`src/rtl/right_shifter_ctrl.sv`:
```
// right_shifter_ctrl: sequencer for a 16-bit right shift register.
// A request is accepted from IDLE, ld is pulsed for one cycle to load the
// operand, then shift_enable is driven cycle by cycle until the fixed amount
// is reached (mode 0) or the register is normalised (mode 1). A one-cycle
// done pulse ends every request; shift_count reports the shifts performed.
//
// Handshake: start is a request pulse that is taken only on a rising edge
// where ready=1. A start seen while ready=0 (including the DONE cycle) is
// dropped and does not disturb the captured mode or shift amount.
module right_shifter_ctrl #(
    parameter int WIDTH = 16,
    parameter int CNT_W = 5
) (
    input  logic             clk,
    input  logic             rst,
    input  logic             start,
    input  logic             mode,
    input  logic [CNT_W-1:0] shamt,
    input  logic             lsb_in,
    input  logic             zero_in,
    output logic             ld,
    output logic             shift_enable,
    output logic             ready,
    output logic             busy,
    output logic             done,
    output logic [CNT_W-1:0] shift_count,
    output logic [1:0]       state_dbg
);

    typedef enum logic [1:0] {
        S_IDLE  = 2'd0,
        S_LOAD  = 2'd1,
        S_SHIFT = 2'd2,
        S_DONE  = 2'd3
    } state_t;

    localparam logic [CNT_W-1:0] WIDTH_C = CNT_W'(WIDTH);

    state_t           state;
    logic             mode_q;
    logic [CNT_W-1:0] shamt_q;
    logic             count_full;
    logic             stop;

    // Stop condition for the SHIFT state; shift_enable is Mealy so the
    // shifter stops on the same cycle its LSB or zero flag qualifies.
    always_comb begin
        count_full   = (shift_count == WIDTH_C);
        stop         = mode_q ? (lsb_in | zero_in | count_full)
                              : (shift_count == shamt_q);
        shift_enable = (state == S_SHIFT) && !stop;
    end

    assign state_dbg = state;

    // Request sequencer with registered ld/done/ready/busy outputs.
    always_ff @(posedge clk or negedge rst) begin
        if (!rst) begin
            state       <= S_IDLE;
            mode_q      <= 1'b0;
            shamt_q     <= '0;
            shift_count <= '0;
            ld          <= 1'b0;
            done        <= 1'b0;
            ready       <= 1'b1;
            busy        <= 1'b0;
        end else begin
            case (state)
                S_IDLE: begin
                    if (start) begin
                        mode_q      <= mode;
                        // Amounts beyond the register width are clamped so the
                        // counter can never run past WIDTH.
                        shamt_q     <= (shamt > WIDTH_C) ? WIDTH_C : shamt;
                        shift_count <= '0;
                        state       <= S_LOAD;
                        ld          <= 1'b1;
                        ready       <= 1'b0;
                        busy        <= 1'b1;
                    end
                end
                S_LOAD: begin
                    ld    <= 1'b0;
                    state <= S_SHIFT;
                end
                S_SHIFT: begin
                    if (!stop) begin
                        shift_count <= shift_count + CNT_W'(1);
                    end else begin
                        state <= S_DONE;
                        done  <= 1'b1;
                    end
                end
                S_DONE: begin
                    done  <= 1'b0;
                    state <= S_IDLE;
                    ready <= 1'b1;
                    busy  <= 1'b0;
                end
                default: begin
                    state <= S_IDLE;
                    ld    <= 1'b0;
                    done  <= 1'b0;
                    ready <= 1'b1;
                    busy  <= 1'b0;
                end
            endcase
        end
    end

endmodule

```
`config.mk`:
```
export PLATFORM = sky130hd
export DESIGN_NAME = right_shifter_ctrl
export DESIGN_NICKNAME = d
export VERILOG_FILES = /design/src/rtl/right_shifter_ctrl.sv
export SDC_FILE = /design/constraint.sdc
export NUM_CORES = 1
export LEC_CHECK = 0
export ABC_AREA = 1
export CORE_MARGIN = 2
export CORE_UTILIZATION = 40
export DETAILED_ROUTE_END_ITERATION = 7
export HOLD_SLACK_MARGIN = 0.06
export PLACE_DENSITY = 0.74
export SYNTH_ARGS = -nofsm -noshare
export SYNTH_HDL_FRONTEND = slang
export SYNTH_SLANG_ARGS = --single-unit
```
`constraint.sdc`:
```
create_clock -name clk -period 3.15 [get_ports clk]
set_input_delay 0.945 -clock clk [delete_from_list [all_inputs] [get_ports clk]]
set_output_delay 0.945 -clock clk [all_outputs]
set_load 0.005 [all_outputs]
```
==> summary.md <==
| Metric | Value |
|---|---|
| GR Overflow Total | 0 |
| Post-route ant nets | 0 |
| WS Path Type | in2out |
| Fin cells | 193 |
| Avg Cell Area, Syn | 7.54 sq um |
| Post-CTS Setup Bufs | 0 |
| Status | complete, no violations |
| Proportion of synthesized area in mux cells | 0 |
| Clock period minus worst slack | 2940 ps |
| Num CTS Buffers | 3 |
| Pre-antenna DRT Iters | 4 |
| Largest family of logic cells by synthesized area | simple AND/OR/NAND/NOR gates |
| CTS Buffer Depth | 2 |
| Ranking of synthesized cells by area | dfrtp_1, nand2_1, ha_1 |
| Post-DP HPWL | 1680 um |
| Clk sinks | 17 |
| Post-Route Utilization | 0.537 |
| Worst EP required | 2200 ps |
| Slew @ Worst Pin | 793 ps |
| Post-Synth Simple-Gate Area | 0.339 |
| DIE HEIGHT | 54.6 um |
| Core Region | 2450 sq um |
| EDFF count, synth | 0 |
| Largest net degree at the start of global routing | 18 |
| Average via count per standard cell | 4.66 |
| Crit-path max FO | 2 |
| Most frequent cells in the layout | nand2_1, inv_1, clkdlybuf4s50_1 |
| Global-route usage over all layers | 0.165 |
| Mapped Cells | 136 |
| Clk root buf | clkbuf_4 |
| Crit end category | output port |
| RSZ-0062 raised after global routing | no |
| Synth area leader | dfrtp_1 |
| Vias | 899 |
| Fin. max-slew vios | 0 |
| Max Clk Rate | 340 MHz |
| Comb power frac | 0.552 |
| Synth Area in Adders | 0.0854 |
| Io pins | 23 |
| H-tree levels | 1 |
| Wirelength per Cell | 10.9 um |
| Final hold violations | 0 |
| # diodes | 0 |
| Die width | 54.6 um |
| Placed insts | 189 |
| Site Rows | 18 |
| Routed wire length | 2100 um |
| Layout area overhead | 28.5% |
| XOR/XNOR share of the synthesized area | 0.00854 |
| Commonest non-fill, non-tap cell in the layout | nand2_1 |
| First-pass GRT wire length | 3540 um |
| Seq/Total Area, Yosys | 0.416 |
| Slew margin rel. | 0.470 |
| CP arrival | 2000 ps |
| Top cell type's share of synthesized area | 0.390 |
| NetSw | 0.000464 W |
| Hold WC Path Type | reg2reg |
| Syn_nets | 154 |
| Post-Syn Area | 1030 sq um |
| Share of cells above drive strength 1 | 0.104 |
| Most used DFF post-synth | dfrtp_1 |
| FF+latch count, synth | 17 |
| Hold buffers post-CTS | 0 |
| Clock power frac | 0.104 |
| Routability cong. | 0.862 |
| Port Buf Inserts | 22 |
| Initial antenna violation count | 0 |
| Pint | 0.000632 W |
| Startpoint Class | primary input |
| Static Leak | 0.683 nW |
| Worst skew pair latency | 280 ps |
| Yosys warning count | 0 |
| Yosys cell types | 20 |
| Async set or reset register ratio after synthesis | 1.00 |
| PostCTS Resize Cnt | 2 |
| Vias in the first global route | 826 |
| Final Cycle Share | 0.935 |
| Starting density of the core | 0.418 |
| Switching Share | 0.423 |
| Drt first-iter violations | 11 |
| Peak supply drop | 0.471 mV |
| MaxCap Viol Count | 0 |
| CTS tree | built |
| Final Skew | 2.84 ps |
| Compound-Gate Fraction of Synth Area | 0.0707 |
| Clk slew on worst S/H paths | 90 ps |
| Nets | 182 |
| Residual DRC count | 0 |
| Final setup violation count | 0 |
| Die Area | 2990 sq um |
| Part of the power in registers | 0.343 |
| Power Dens Cells | 831 nW/um^2 |
==> power by group through the flow <==
| stage | clock (W) | sequential, W | combinational [W] |
|---|---|---|---|
| after floorplan | 0 | 0.000368 | 0.000395 |
| after global placement | 0 | 0.000375 | 0.000593 |
| after detailed placement | 0 | 0.000381 | 0.000610 |
| after CTS | 0.000117 | 0.000379 | 0.000612 |
| after global routing | 0.000129 | 0.000387 | 0.000690 |
| final | 0.000114 | 0.000376 | 0.000605 |
==> critical path, cell delays in order <==
cell and delay (ps):
clkdlybuf4s50_1 390, nor2_1 120, nand2_1 80, nand2_2 80, nand3_2 90, inv_1 60, dlygate4sd2_1 220
==> worst paths after layout <==
| kind | endpoint | startpoint | slack, ps | cells past startpoint |
|---|---|---|---|---|
| worst min-delay path | ld | ld | 530 | 2 |
| min in group asynchronous | shift_count[4] | rst | 1120 | 1 |
| worst max register to register | shift_count[2] | state_dbg[0] | 1500 | 7 |
| max in group asynchronous | ld | rst | 1540 | 1 |
| worst max-delay path | shift_enable | lsb_in | 210 | 7 |
| worst min register to register | ld | ld | 530 | 2 |
==> area by class of cell <==
| type | instances | area (sq um) |
|---|---|---|
| fill | 243 | 1140 |
| multi-input combinational | 97 | 519 |
| sequential | 17 | 427 |
| timing repair buffer | 23 | 226 |
| inverter | 22 | 82.6 |
| tap | 30 | 37.5 |
| clock buffer | 4 | 26.3 |
==> through the flow <==
| step | instance area [sq um] | setup WS [ps] | power [W] | setup TNS, ps | hold slack [ps] |
|---|---|---|---|---|---|
| after floorplan | 1030 | 847 | 0.000763 | 0 | 488 |
| after global placement | 1290 | -61.9 | 0.000968 | -61.9 | 491 |
| after detailed placement | 1290 | -96.0 | 0.000991 | -96.0 | 494 |
| after CTS | 1320 | 200 | 0.00111 | 0 | 525 |
| after global routing | 1320 | 91.6 | 0.00121 | 0 | 548 |
| final | 1320 | 206 | 0.00110 | 0 | 526 |
==> sequential cells by signal, indices dropped and copies added (netlist names) <==
| signal | count |
|---|---|
| busy | 1 |
| done | 1 |
| ld | 1 |
| mode_q | 1 |
| ready | 1 |
| shamt_q | 5 |
| shift_count | 5 |
| state_dbg | 2 |
==> logic make-up (layout without fill, tap and decap cells) <==
kind of cell,count (synthesis),in the layout
buf+inv,22,49
simple gates,78,78
compound gates,11,11
xor+xnor,1,1
fa+ha+maj,7,7
flops,17,17
==> synth_stat cells, types with 2 or more instances <==
| library cell | count |
|---|---|
| nand2_1 | 45 |
| inv_1 | 22 |
| dfrtp_1 | 16 |
| nor2_1 | 14 |
| nand3_1 | 8 |
| ha_1 | 7 |
| o21ai_0 | 5 |
| a21oi_1 | 2 |
| nand2_2 | 2 |
| nand2_4 | 2 |
| nand3_2 | 2 |
| nor2_2 | 2 |
| o22ai_1 | 2 |
==> routing by layer <==
layer  vias to the layer above  share of wire  track usage
li1                        473              -            -
met4                         0         0.0062       0.0500
met1                       406           0.46        0.198
met5                         -              0            0
met3                         2          0.039       0.0355
met2                        18           0.50        0.292
Power figures use the tool's default switching activity.
